==> src/rtl/dii_packet_fifo_if.sv <==
// Flit handshake bundle for dii_packet_fifo: write side (in_*) and read side (out_*).
// The FIFO uses the slave modport; the producer/consumer side uses master.
interface dii_packet_fifo_if #(
  parameter int WIDTH = 16
);
  logic [WIDTH-1:0] in_data;
  logic             in_last;
  logic             in_valid;
  logic             in_ready;
  logic [WIDTH-1:0] out_data;
  logic             out_last;
  logic             out_valid;
  logic             out_ready;

  modport master (
    output in_data, in_last, in_valid, out_ready,
    input  in_ready, out_data, out_last, out_valid
  );

  modport slave (
    input  in_data, in_last, in_valid, out_ready,
    output in_ready, out_data, out_last, out_valid
  );
endinterface

==> src/rtl/dii_packet_fifo.sv <==
// Circular flit FIFO with optional store-and-forward packet mode, packet counting,
// head-packet size scan and sticky overflow release for packets longer than DEPTH.
module dii_packet_fifo #(
  parameter int WIDTH      = 16,
  parameter int DEPTH      = 8,
  parameter int FULLPACKET = 0
) (
  input  logic                   clk,
  input  logic                   rst,
  input  logic                   flush_i,
  dii_packet_fifo_if.slave       fifo_if,
  output logic [$clog2(DEPTH):0] fill_level_o,
  output logic [$clog2(DEPTH):0] packet_count_o,
  output logic [$clog2(DEPTH):0] packet_size_o,
  output logic                   overflow_err_o
);
  localparam int AW = $clog2(DEPTH);
  localparam int CW = AW + 1;
  localparam logic [CW-1:0] FULL_LVL = CW'(DEPTH);
  localparam logic [CW-1:0] CNT_ONE  = CW'(1);
  localparam logic [AW-1:0] PTR_ONE  = AW'(1);
  localparam logic          PKT_MODE = (FULLPACKET != 0);

  logic [WIDTH-1:0] data_mem_q [DEPTH];
  logic [DEPTH-1:0] last_mem_q;
  logic [AW-1:0]    wp_q, rp_q;
  logic [CW-1:0]    fill_q, pcnt_q;
  logic             release_q, overflow_q;

  logic             in_ready_s, out_valid_s, out_last_s;
  logic             in_fire_s, out_fire_s, in_pkt_s, out_pkt_s;
  logic             pkt_ok_s, set_release_s;
  logic [CW-1:0]    size_s;
  logic [AW-1:0]    scan_idx_s;
  logic             scan_found_s, scan_hit_s;

  // In packet mode the head is only offered once a whole packet (or a forced release) is stored.
  assign pkt_ok_s      = PKT_MODE ? ((pcnt_q != '0) || release_q) : 1'b1;
  assign in_ready_s    = !rst && !flush_i && (fill_q != FULL_LVL);
  assign out_valid_s   = !rst && !flush_i && (fill_q != '0) && pkt_ok_s;
  assign out_last_s    = last_mem_q[rp_q];
  assign in_fire_s     = fifo_if.in_valid && in_ready_s;
  assign out_fire_s    = out_valid_s && fifo_if.out_ready;
  assign in_pkt_s      = in_fire_s && fifo_if.in_last;
  assign out_pkt_s     = out_fire_s && out_last_s;
  assign set_release_s = PKT_MODE && (fill_q == FULL_LVL) && (pcnt_q == '0) && !release_q;

  assign fifo_if.in_ready  = in_ready_s;
  assign fifo_if.out_valid = out_valid_s;
  assign fifo_if.out_data  = data_mem_q[rp_q];
  assign fifo_if.out_last  = out_last_s;

  assign fill_level_o   = fill_q;
  assign packet_count_o = pcnt_q;
  assign packet_size_o  = size_s;
  assign overflow_err_o = overflow_q;

  // Storage array; contents are deliberately left unreset.
  always_ff @(posedge clk) begin
    if (in_fire_s) begin
      data_mem_q[wp_q] <= fifo_if.in_data;
      last_mem_q[wp_q] <= fifo_if.in_last;
    end
  end

  // Pointers, occupancy counters, release and sticky overflow state.
  always_ff @(posedge clk) begin
    if (rst || flush_i) begin
      wp_q      <= '0;
      rp_q      <= '0;
      fill_q    <= '0;
      pcnt_q    <= '0;
      release_q <= 1'b0;
      if (rst) begin
        overflow_q <= 1'b0;
      end
    end else begin
      if (in_fire_s) begin
        wp_q <= wp_q + PTR_ONE;
      end
      if (out_fire_s) begin
        rp_q <= rp_q + PTR_ONE;
      end
      case ({in_fire_s, out_fire_s})
        2'b10:   fill_q <= fill_q + CNT_ONE;
        2'b01:   fill_q <= fill_q - CNT_ONE;
        default: fill_q <= fill_q;
      endcase
      case ({in_pkt_s, out_pkt_s})
        2'b10:   pcnt_q <= pcnt_q + CNT_ONE;
        2'b01:   pcnt_q <= pcnt_q - CNT_ONE;
        default: pcnt_q <= pcnt_q;
      endcase
      if (out_pkt_s) begin
        release_q <= 1'b0;
      end else if (set_release_s) begin
        release_q  <= 1'b1;
        overflow_q <= 1'b1;
      end
    end
  end

  // Head packet size: distance from rp to the first stored last flit, plus one.
  always_comb begin
    size_s       = '0;
    scan_found_s = 1'b0;
    scan_idx_s   = rp_q;
    scan_hit_s   = 1'b0;
    for (int i = 0; i < DEPTH; i++) begin
      scan_idx_s   = rp_q + AW'(i);
      scan_hit_s   = PKT_MODE && !scan_found_s && (CW'(i) < fill_q) && last_mem_q[scan_idx_s];
      size_s       = scan_hit_s ? CW'(i + 1) : size_s;
      scan_found_s = scan_found_s || scan_hit_s;
    end
  end
endmodule
==> src/flat_wrapper.sv <==
// flat-port wrapper written by rule: the top's interface ports become plain ports
module dii_packet_fifo_flat 
#(
  parameter int WIDTH      = 16,
  parameter int DEPTH      = 8,
  parameter int FULLPACKET = 0
)
  (clk, rst, flush_i, fill_level_o, packet_count_o, packet_size_o, overflow_err_o, fifo_if_in_data, fifo_if_in_last, fifo_if_in_valid, fifo_if_out_ready, fifo_if_in_ready, fifo_if_out_data, fifo_if_out_last, fifo_if_out_valid);
  dii_packet_fifo_if #(.WIDTH(WIDTH)) fifo_if_i ();
  input  logic clk;
  input  logic rst;
  input  logic flush_i;
  output logic [$clog2(DEPTH):0] fill_level_o;
  output logic [$clog2(DEPTH):0] packet_count_o;
  output logic [$clog2(DEPTH):0] packet_size_o;
  output logic overflow_err_o;
  input wire logic [$bits(fifo_if_i.in_data)-1:0] fifo_if_in_data;
  input wire logic [$bits(fifo_if_i.in_last)-1:0] fifo_if_in_last;
  input wire logic [$bits(fifo_if_i.in_valid)-1:0] fifo_if_in_valid;
  input wire logic [$bits(fifo_if_i.out_ready)-1:0] fifo_if_out_ready;
  output wire logic [$bits(fifo_if_i.in_ready)-1:0] fifo_if_in_ready;
  output wire logic [$bits(fifo_if_i.out_data)-1:0] fifo_if_out_data;
  output wire logic [$bits(fifo_if_i.out_last)-1:0] fifo_if_out_last;
  output wire logic [$bits(fifo_if_i.out_valid)-1:0] fifo_if_out_valid;
  assign fifo_if_i.in_data = fifo_if_in_data;
  assign fifo_if_i.in_last = fifo_if_in_last;
  assign fifo_if_i.in_valid = fifo_if_in_valid;
  assign fifo_if_i.out_ready = fifo_if_out_ready;
  assign fifo_if_in_ready = fifo_if_i.in_ready;
  assign fifo_if_out_data = fifo_if_i.out_data;
  assign fifo_if_out_last = fifo_if_i.out_last;
  assign fifo_if_out_valid = fifo_if_i.out_valid;
  dii_packet_fifo #(.WIDTH(WIDTH), .DEPTH(DEPTH), .FULLPACKET(FULLPACKET)) u_core (.clk(clk), .rst(rst), .flush_i(flush_i), .fifo_if(fifo_if_i), .fill_level_o(fill_level_o), .packet_count_o(packet_count_o), .packet_size_o(packet_size_o), .overflow_err_o(overflow_err_o));
endmodule
==> config.mk <==
export PLATFORM = sky130hd
export DESIGN_NAME = dii_packet_fifo_flat
export DESIGN_NICKNAME = d
export VERILOG_FILES = /design/src/rtl/dii_packet_fifo_if.sv /design/src/rtl/dii_packet_fifo.sv /design/src/flat_wrapper.sv
export SDC_FILE = /design/constraint.sdc
export NUM_CORES = 1
export LEC_CHECK = 0
export CAP_MARGIN = 20
export CORE_MARGIN = 2
export CORE_UTILIZATION = 45
export DETAILED_ROUTE_END_ITERATION = 10
export HOLD_SLACK_MARGIN = 0.05
export PLACE_DENSITY = 0.74
export SYNTH_ARGS = -nofsm -noshare
export SYNTH_HDL_FRONTEND = slang
export SYNTH_SLANG_ARGS = --single-unit
==> constraint.sdc <==
create_clock -name clk -period 5.2 [get_ports clk]
set_input_delay 1.04 -clock clk [delete_from_list [all_inputs] [get_ports clk]]
set_output_delay 1.04 -clock clk [all_outputs]
set_load 0.01 [all_outputs]
## Word level (Yosys, flattened, before mapping)

Memories as Yosys holds them, arrays and structs flattened. A register that Yosys moved wholly into a read port is not among the register bits.
Cells that the tools add are included.

| storage, ports and cells | value |
|---|---|
| ROM bits | 0 |
| logic and storage cells | 45 |
| latch bits | 0 |
| register bits | 22 |
| RAM bits | 128 |
| output and inout port bits | 32 |
| memories kept | 1 |
| bits of input ports | 22 |

| operators by class | value |
|---|---|
| bitwise logic cells | 0 |
| $add $sub $neg | 6 |
| multiply operators | 0 |
| div/mod/pow operators | 0 |
| eq/ne operators | 5 |
| muxes and demuxes | 11 |
| order comparisons | 3 |
| reductions and logical operators | 14 |
| shift-type cells | 0 |

Memories:

| name | words | bits a word | rd ports | clocked after Yosys merged registers in | wr ports | RTL line | source |
|---|---|---|---|---|---|---|---|
| u_core.data_mem_q | 8 | 16 | 1 | 1 | 1 | dii_packet_fifo.sv:24 | `logic [WIDTH-1:0] data_mem_q [DEPTH];` |

Operators with widths:

| kind | count |
|---|---|
| $pmux 4 s2 | 2 |
| $add 4x1->4 const B | 2 |
| $bwmux 8 | 1 |
| $logic_and 1x1->1 | 8 |
| $lt 3x4->1 const B | 2 |
| $sub 4x1->4 const B | 2 |
| $add 3x1->3 const B | 2 |
| $mux 3 | 2 |
| $eq 2x1->1 const B | 2 |
| $eq 2x2->1 const B | 2 |
| $mux 1 | 4 |
| $ne 4x4->1 const B | 1 |
| $reduce_bool 2->1 | 2 |
| $reduce_bool 4->1 | 1 |
| $bmux 1 s3 | 1 |
| $demux 1 s3 | 1 |
| $ge 3x1->1 const B | 1 |
| $logic_not 1->1 | 2 |
| $logic_or 1x1->1 | 1 |

## Longest topological paths before layout

Gate-level depths: netlist of the first run.

| logic depth | value |
|---|---|
| depth after elaboration | 7 |
| depth in mapped cells | 12 |
| gate-level depth less buffers | 10 |

## Least setup slack after synthesis of the first run

Ideal clock, no wire load.

| timing | value |
|---|---|
| kind | input-to-reg |
| start | in rst |
| end | mem u_core.data_mem_q[3][0] (enable) |
| stages | 5 |
| data arrival time | 2.770 ns |
| path slack | 2.018 ns |
| required time | 4.787 ns |
| path through | nor2_1 > and2_4 > buf_6 > nand2_4 > nor3_1 |

| between the ends | value |
|---|---|
| cells in the longest elaborated chain, start to end | 6 |

RTL lines:

| what | RTL line | source |
|---|---|---|
| from (decl) | flat_wrapper.sv:11 | `input logic rst;` |
| $logic_not 1->1 | dii_packet_fifo.sv:39 | `assign in_ready_s = !rst && !flush_i && (fill_q != FULL_LVL);` |
| $logic_and 1x1->1 (2 in a row) | dii_packet_fifo.sv:39 |  |
| named net fifo_if_in_ready | flat_wrapper.sv:21 | `output wire logic [$bits(fifo_if_i.in_ready)-1:0] fifo_if_in_ready;` |
| $logic_and 1x1->1 | dii_packet_fifo.sv:42 | `assign in_fire_s = fifo_if.in_valid && in_ready_s;` |
| $mux 1 | dii_packet_fifo.sv:60 | `if (in_fire_s) begin` |
| $mux 1 (implied by the code) | dii_packet_fifo.sv:61 | `data_mem_q[wp_q] <= fifo_if.in_data;` |
| to (decl) | dii_packet_fifo.sv:24 |  |

The timed path passes the listed nets, and every way through them passes these cells.

==> results of run 1 <==
-- placed cells by master (no fill, tap or decap), types with 7 or more instances in the layout --
| cell type | synthesis | routed |
|---|---|---|
| buf_4 | 5 | 10 |
| o21ai_0 | 8 | 8 |
| ha_1 | 8 | 8 |
| mux4_1 | 27 | 27 |
| mux4_2 | 7 | 7 |
| nand3_1 | 10 | 10 |
| clkdlybuf4s50_1 | 0 | 48 |
| mux2_2 | 17 | 17 |
| xor2_1 | 7 | 7 |
| edfxtp_1 | 136 | 136 |
| clkbuf_16 | 0 | 17 |
| nor2_1 | 16 | 16 |
| dfxtp_1 | 17 | 16 |
-- layout make-up --
cell class | count | area, sq um | area share (%)
multi-input combinational | 142 | 1680 | 22.5
timing repair buffer | 58 | 556 | 7.45
sequential | 153 | 4430 | 59.3
tap | 180 | 225 | 3.02
clock inverter | 15 | 131 | 1.76
clock buffer | 17 | 425 | 5.70
inverter | 5 | 18.8 | 0.252
-- cells by family after synthesis --
family          count (synthesis)  share of synthesized area (%)
flops                         153                           70.9
simple gates                   53                           4.83
mux                            52                           17.1
buf+inv                        26                           2.73
compound gates                 16                           1.42
fa+ha+maj                       9                           1.93
xor+xnor                        7                          0.983
other cells                     1                         0.0601
-- worst max-delay path, stage by stage, from the launching register on --
cell and delay [ns]:
dfxtp_2 0.98, mux4_1 0.66, mux2_2 0.28, clkdlybuf4s50_1 0.53
-- power groups by stage --
stage,sequential (uW),clock [uW],combinational [uW]
after floorplan,1370,0,31.9
after CTS,1350,1170,71.2
final,1350,1140,70.6
after detailed placement,1370,0,70.7
after global routing,1350,1210,77.5
after global placement,1370,0,67.9
-- metrics by stage --
stage	worst slack (ns)	util, %	total power [uW]	hold slack (ns)
2_1_floorplan	2.02	-	1400	0.492
3_3_place_gp	1.66	50.3	1440	0.484
3_5_place_dp	1.63	50.3	1440	0.470
4_1_cts	1.24	54.4	2580	0.483
5_1_grt	1.18	54.4	2640	0.517
6_report	1.29	54.4	2560	0.483
-- per-layer routing --
layer	up-vias	global-route usage, %	wire, microns
met5	-	0	0
met4	0	5.89	102
met3	9	3.70	549
met2	86	25.2	5410
met1	1592	20.9	4800
li1	1409	-	-
-- state kept, by name, indices dropped and copies added, names as in the netlist, named ones only --
register	cells
u_core.data_mem_q	128
u_core.wp_q	3
u_core.packet_count_o	4
u_core.last_mem_q	8
u_core.rp_q	3
u_core.fill_level_o	4
-- path summary, 6_finish.rpt --
path	from	endpoint	slack [ns]	cells past startpoint
worst max-delay path	register	fifo_if_out_data[15]	1.29	3
worst min-delay path	u_core.packet_count_o[3]	u_core.packet_count_o[3]	0.48	2
worst max register to register	u_core.rp_q[0]	u_core.packet_count_o[3]	2.44	9
worst min register to register	u_core.packet_count_o[3]	u_core.packet_count_o[3]	0.48	2
==> metrics, run 1 <==
CORE AREA 13700 sq um; # H-tree levels 4; post-CTS setup buffers 0; die footprint 14800 sq um; Worst Tran Pin Value 0.984 ns; Final GP Congestion 0.792; Crit path arrival time 2.87 ns; Power Internal 2010 uW; Die Y 122 microns; Post-synth EDFFs 136; clock group share of total power 44.7%; Worst-path clk slew 0.06 ns; commonest cells in the netlist edfxtp_1 (136), mux4_1 (27), dfxtp_1 (17), mux2_2 (17), nor2_1 (16); CP max FO 32; final instance area 7460 sq um; flops & latches, synth 153; Rel. slew slack 34.4%; most frequent cell after synthesis edfxtp_1; GRT overflow 0; post-CTS sizing 0; CTS tree built; Initial Util 45.5%; FILL cells 1078; WL final 10900 microns; class of the worst hold path register to register; clk_skew 0.00589 ns; Vias/cell 5.43; Post-synth ARST share 0%; count of final max-slew check failures 0; Lkg Pwr 0.00245 uW; setup total negative slack 0 ns; VDD IR max 0.287 mV; CTS root buf clkbuf_16; critical path class register to primary output; final worst-path cycle share 75.1%; layout cell share with drive strength beyond 1 19.7%; Synth cell types 41; GRT Resource Usage Total 15.7%; Placement Cell Area 6900 sq um; Critical Path RT 4.16 ns; DRT iter0 DRCs 260; Gate Count Post-Synth 317; via total after detailed routing 3096; area grow syn2layout 19.6%; total inserted antenna cells 0; largest cells by area after synthesis edfxtp_1 (65%), mux4_1 (11%), dfxtp_1 (5.5%); DR WL/cell 19.1 microns; Sw Ratio 21.6%; dominant cell type by area after synthesis edfxtp_1; Fmax 256 MHz; Sink Count 153; Reg power frac 52.6%; DRT Pass-1 Iters 5; Worst setup EP type primary output; # hold bufs at CTS 0; Final #Nets 408; HPWL after DPL 6080 microns; Post-Place Cells 538; sequential fraction of the synthesis area 70.9%; Inserted Clock Buffers 17; Setup-failing EPs final 0; Pwr Density 343 nW/um^2; Ys Warns 0; Post-Syn Area 6240 sq um; max_cap viols 0; I/O pin count 54; Clock Latency Late Sink 0.41 ns; Final Hold Viols 0; die width 122 microns; Non-Filler Instances 570; DRC 0; initial antenna violation count 0; Main synth FF type edfxtp_1; CTS max path bufs 2; Synth top area share 65.5%; row cnt 43; sw power 553 uW; vias in the first global route 3176; Final ANT Viol Nets 0; pin count of the biggest net entering global routing 33; fin crit period 3.91 ns; status completed; combinational share of power 2.8%; CP Launch Type register; wire length of the first global-routing pass 16800 microns; RSZ-0062 raised after global routing false; Mean Syn Cell Area 19.7 sq um; PortBufs 48
No activity file was read; power rests on OpenSTA's default activity.
==> run 2, diff against run 1 <==
==> constraint.sdc (replaced) <==
create_clock -name clk -period 3.6 [get_ports clk]
set_input_delay 0.72 -clock clk [delete_from_list [all_inputs] [get_ports clk]]
set_output_delay 0.72 -clock clk [all_outputs]
set_load 0.01 [all_outputs]
==> run 2 against run 1 <==
  * Sequential power up 44%
  * Global-route usage up 0.84 points
  * Highest routed layer unchanged
  * Setup slack worse by 0.80 ns
  * Cell area up 0.92%
  * Clock-buffer cell count unchanged
==> metrics, run 2 (same netlist as run 1, synthesis figures left out) <==
RSZ-0062 raised after global routing false; Worst-path clk slew 0.06 ns (about the same); Biggest register u_core.data_mem_q; Crit path arrival time 2.38 ns (-0.49 ns); WHS 0.508 ns (+0.0255 ns); Non-Filler Instances 571 (+0.18%); max_cap viols 0 (unchanged); Critical Path RT 2.88 ns (-1.28 ns); worst setup margin 0.496 ns (-0.799 ns); FILL cells 1037 (-3.8%); # hold bufs at CTS 0 (unchanged); vias in the first global route 3368 (+6.0%); fin crit period 3.10 ns; CORE AREA 13700 sq um (unchanged); DRT Pass-1 Iters 5 (unchanged); status completed; Post-Place Cells 540 (+0.37%); HPWL after DPL 6340 microns (+4.2%); Die Y 122 microns (unchanged); Clock Latency Late Sink 0.41 ns (about the same); GRT overflow 0 (unchanged); Fmax 322 MHz; Largest regs u_core.data_mem_q (128), u_core.last_mem_q (8); VDD IR max 0.275 mV (-3.9%); wire length of the first global-routing pass 17700 microns (+5.5%); Multi-input gate area 1680 sq um (unchanged); Vias/cell 5.44 (+0.18%); Final Hold Viols 0 (unchanged); total inserted antenna cells 0 (unchanged); power consumption 3820 uW (+49%); class of the worst hold path register to register; CP max FO 32 (unchanged); CTS root buf clkbuf_16; area grow syn2layout 20.7%; initial antenna violation count 0 (unchanged); DR WL/cell 19.8 microns (+3.9%); Inserted Clock Buffers 17 (unchanged); # H-tree levels 4 (unchanged); critical path class register to primary output; via total after detailed routing 3107 (+0.36%); Final ANT Viol Nets 0 (unchanged); count of final max-slew check failures 0 (unchanged); PortBufs 48 (unchanged); Lkg Pwr 0.00247 uW (+0.78%); Setup-failing EPs final 0 (unchanged); Final GP Congestion 0.734 (-7.3%); most common cell after layout, fill and taps aside edfxtp_1; post-CTS sizing 0 (unchanged); row cnt 43 (unchanged); GRT Resource Usage Total 16.5% (+0.84 points); DRC 0 (unchanged); Post-Place Worst Slack 0.511 ns (-1.12 ns); clk_skew 0.00806 ns (+0.00217 ns); die footprint 14800 sq um (unchanged); die width 122 microns (unchanged); WL final 11300 microns (+4.1%); number of flip-flops in the largest register 128 (unchanged); Pwr Density 508 nW/um^2 (+48%); Sequential Area 4430 sq um (unchanged); I/O pin count 54 (unchanged); Initial Util 45.5% (unchanged); layout cell share with drive strength beyond 1 19.9% (+0.21 points); CTS tree built; setup total negative slack 0 ns (unchanged); pin count of the biggest net entering global routing 33 (unchanged); commonest cells after routing, fill and taps aside edfxtp_1 (136), clkdlybuf4s50_1 (48), mux4_1 (27); final worst-path cycle share 86.2%; CP Launch Type register; Final #Nets 410 (+0.49%); post-CTS setup buffers 0 (unchanged); DRT iter0 DRCs 266 (+2.3%); Sink Count 153 (unchanged); Worst setup EP type primary output; CTS max path bufs 2 (unchanged)
-- run 2: changes by cell type in the layout (fill, tap and decap cells not counted) --
| cell | previous run | this run |
|---|---|---|
| inv_6 | 5 | 3 |
| clkinvlp_4 | 1 | 4 |
| inv_8 | 4 | 0 |
| buf_4 | 10 | 11 |
| clkinv_4 | 3 | 2 |
| bufinv_16 | 0 | 3 |
| buf_12 | 0 | 1 |
-- run 2: per-layer routing --
metal / routed length, microns / vias to the layer above / track usage, % / share of wire [%]
li1: - / 1413 / - / -
met1: 5050 / 1603 / 20.9 / 45
met2: 5650 / 80 / 27.6 / 50
met3: 462 / 11 / 4.87 / 4.1
met4: 145 / 0 / 5.17 / 1.3
met5: 0 / - / 0 / 0
-- run 2: worst paths after layout --
check                                              start                        to  slack [ns]  cells after the start
worst min register to register  u_core.packet_count_o[3]  u_core.packet_count_o[3]        0.51                      2
worst max register to register            u_core.rp_q[0]  u_core.packet_count_o[3]        0.84                      9
worst max-delay path                            register       fifo_if_out_data[2]        0.50                      4
worst min-delay path            u_core.packet_count_o[3]  u_core.packet_count_o[3]        0.51                      2
-- run 2: final cells by class --
type	instances	share of cell area [%]
Sequential cell	153	58.8
Timing Repair Buffer	60	7.74
Multi-Input combinational cell	142	22.3
Inverter	5	0.249
Clock buffer	17	5.65
Tap cell	180	2.99
Clock inverter	14	2.29
-- run 2: power breakdown --
part	total [uW]	switching [uW]	internal [uW]
registers	1950	4.84	1940
clock network	1770	685	1090
logic	104	52.9	51.2
total	3820	743	3080
-- run 2: through the flow --
stage               instance area (sq um)  util [%]
finish                               7530      54.9
global route                         7530      54.9
CTS                                  7530      54.9
detailed placement                   6930      50.5
global placement                     6930      50.5
floorplan                            6250         -
-- run 2: worst max-delay path, stage by stage, from the launching register on --
cell and delay [ns]:
dfxtp_2 0.34, buf_12 0.24, mux4_1 0.60, mux2_2 0.30, clkdlybuf4s50_1 0.48
==> run 3, diff against run 2 <==
--- a/config.mk
+++ b/config.mk
@@ -6,10 +6,8 @@
 export NUM_CORES = 1
 export LEC_CHECK = 0
 export CAP_MARGIN = 20
-export CORE_MARGIN = 2
 export CORE_UTILIZATION = 45
 export DETAILED_ROUTE_END_ITERATION = 10
-export HOLD_SLACK_MARGIN = 0.05
 export PLACE_DENSITY = 0.74
 export SYNTH_ARGS = -nofsm -noshare
 export SYNTH_HDL_FRONTEND = slang
==> run 3 against run 2 <==
  * Critical path depth unchanged
  * Register-to-register slack got worse by 0.07 ns
  * Global-route usage rose by 0.14 points
  * Clock power shrank 8%
  * Combinational power is essentially flat
  * Total power down 3.8%
  * Utilization rose by 0.91 points
  * Routed wire length decreased by 4.1%
  * Sequential cell count unchanged
  * Sequential share of layout area up 0.41 points
  * Final cell count is 0.88% lower
  * Worst hold slack got worse by 0.0081 ns
==> metrics, run 3 (same netlist as run 1, synthesis figures left out) <==
status completed; Final GP Congestion 0.789 (+7.4%); CP Launch Type register; area grow syn2layout 19.8%; DRT Pass-1 Iters 4 (-1); Vias/cell 5.37 (-1.3%); Fmax 321 MHz (-0.24%); fin crit period 3.11 ns (+0.00734 ns); WL final 10800 microns (-4.1%); HPWL after DPL 6340 microns (about the same); CTS max path bufs 2 (unchanged); GRT overflow 0 (unchanged); Setup-failing EPs final 0 (unchanged); CP max FO 32 (unchanged); initial antenna violation count 0 (unchanged); VDD IR max 0.334 mV (+21%); wire length of the first global-routing pass 17000 microns (-4.2%); Biggest register u_core.data_mem_q; Worst setup EP type primary output; layout cell share with drive strength beyond 1 19.5% (-0.46 points); post-CTS setup buffers 0 (unchanged); Final #Nets 410 (unchanged); # hold bufs at CTS 0 (unchanged); Final Hold Viols 0 (unchanged); max_cap viols 0 (unchanged); final worst-path cycle share 86.4% (+0.20 points); clk_skew 0.00658 ns (-0.00149 ns); Critical Path RT 2.88 ns (about the same); PortBufs 48 (unchanged); via total after detailed routing 3039 (-2.2%); DRC 0 (unchanged); commonest cells after routing, fill and taps aside edfxtp_1 (136), clkdlybuf4s50_1 (48), mux4_1 (27); die width 120 microns (-1.6%); setup total negative slack 0 ns (unchanged); die footprint 14300 sq um (-3.3%); CTS tree built; post-CTS sizing 0 (unchanged); DR WL/cell 19.1 microns (-3.3%); GRT Resource Usage Total 16.6% (+0.14 points); most common cell after layout, fill and taps aside edfxtp_1; Pwr Density 492 nW/um^2 (-3.1%); I/O pin count 54 (unchanged); Crit path arrival time 2.39 ns (about the same); Initial Util 46.6% (+1.1 points); CTS root buf clkbuf_16; total inserted antenna cells 0 (unchanged); number of flip-flops in the largest register 128 (unchanged); row cnt 42 (-2.3%); class of the worst hold path register to register; Largest regs u_core.data_mem_q (128), u_core.last_mem_q (8); Final ANT Viol Nets 0 (unchanged); pin count of the biggest net entering global routing 33 (unchanged); power consumption 3680 uW (-3.8%); Die Y 120 microns (-1.6%); DRT iter0 DRCs 201 (-24%); Inserted Clock Buffers 17 (unchanged); Lkg Pwr 0.00246 uW (-0.52%); Worst-path clk slew 0.06 ns (about the same); count of final max-slew check failures 0 (unchanged); # H-tree levels 4 (unchanged); vias in the first global route 3154 (-6.4%); Clock Latency Late Sink 0.41 ns (about the same); CORE AREA 13400 sq um (-2.3%); critical path class register to primary output; Sink Count 153 (unchanged); RSZ-0062 raised after global routing false
run 3: changes by cell type in the layout (fill, tap and decap cells not counted), sizes merged:
cell / change
bufinv: -2
clkinv: +4
clkinvlp: -3
run 3: routing by layer:
metal,global-route usage [%],share of wire (%)
met4,6.33,1.1
met2,27.4,50
met1,20.7,45
met5,0,0
met3,4.94,4.0
run 3: final cells by class:
| class | instances | area (sq um) |
|---|---|---|
| Inverter | 5 | 18.8 |
| Clock inverter | 13 | 125 |
| Timing Repair Buffer | 60 | 583 |
| Clock buffer | 17 | 425 |
| Sequential cell | 153 | 4420 |
| Tap cell | 176 | 220 |
| Multi-Input combinational cell | 142 | 1680 |
| Fill cell | 1027 | 5920 |
run 3: power breakdown:
part / total, uW / switching [uW] / internal (uW)
clock network: 1630 / 682 / 950
logic: 104 / 52.8 / 51.1
registers: 1950 / 4.34 / 1940
total: 3680 / 739 / 2940
run 3: final timing paths:
path                                from                  endpoint  slack [ns]  cells after the start
setup reg to reg          u_core.rp_q[0]  u_core.packet_count_o[3]        0.77                      9
setup / recovery                register       fifo_if_out_data[8]        0.49                      4
hold / removal    u_core.fill_level_o[3]    u_core.fill_level_o[3]        0.50                      2
hold reg to reg   u_core.fill_level_o[3]    u_core.fill_level_o[3]        0.50                      2
run 3: worst max-delay path, cell delays in order (launching register included):
cell             delay (ns)
dfxtp_1                0.35
buf_12                 0.25
mux4_1                 0.60
mux2_2                 0.28
clkdlybuf4s50_1        0.48
run 3: stage by stage:
step / instance area, sq um / hold slack [ns] / instances / util [%] / setup slack [ns]
after global placement: 6930 / 0.485 / 536 / 51.7 / 0.516
after detailed placement: 6930 / 0.488 / 536 / 51.7 / 0.369
after floorplan: 6250 / 0.492 / 321 / - / 0.738
final: 7480 / 0.500 / 566 / 55.8 / 0.489
after global routing: 7480 / 0.530 / 566 / 55.8 / 0.356
after CTS: 7480 / 0.500 / 566 / 55.8 / 0.448
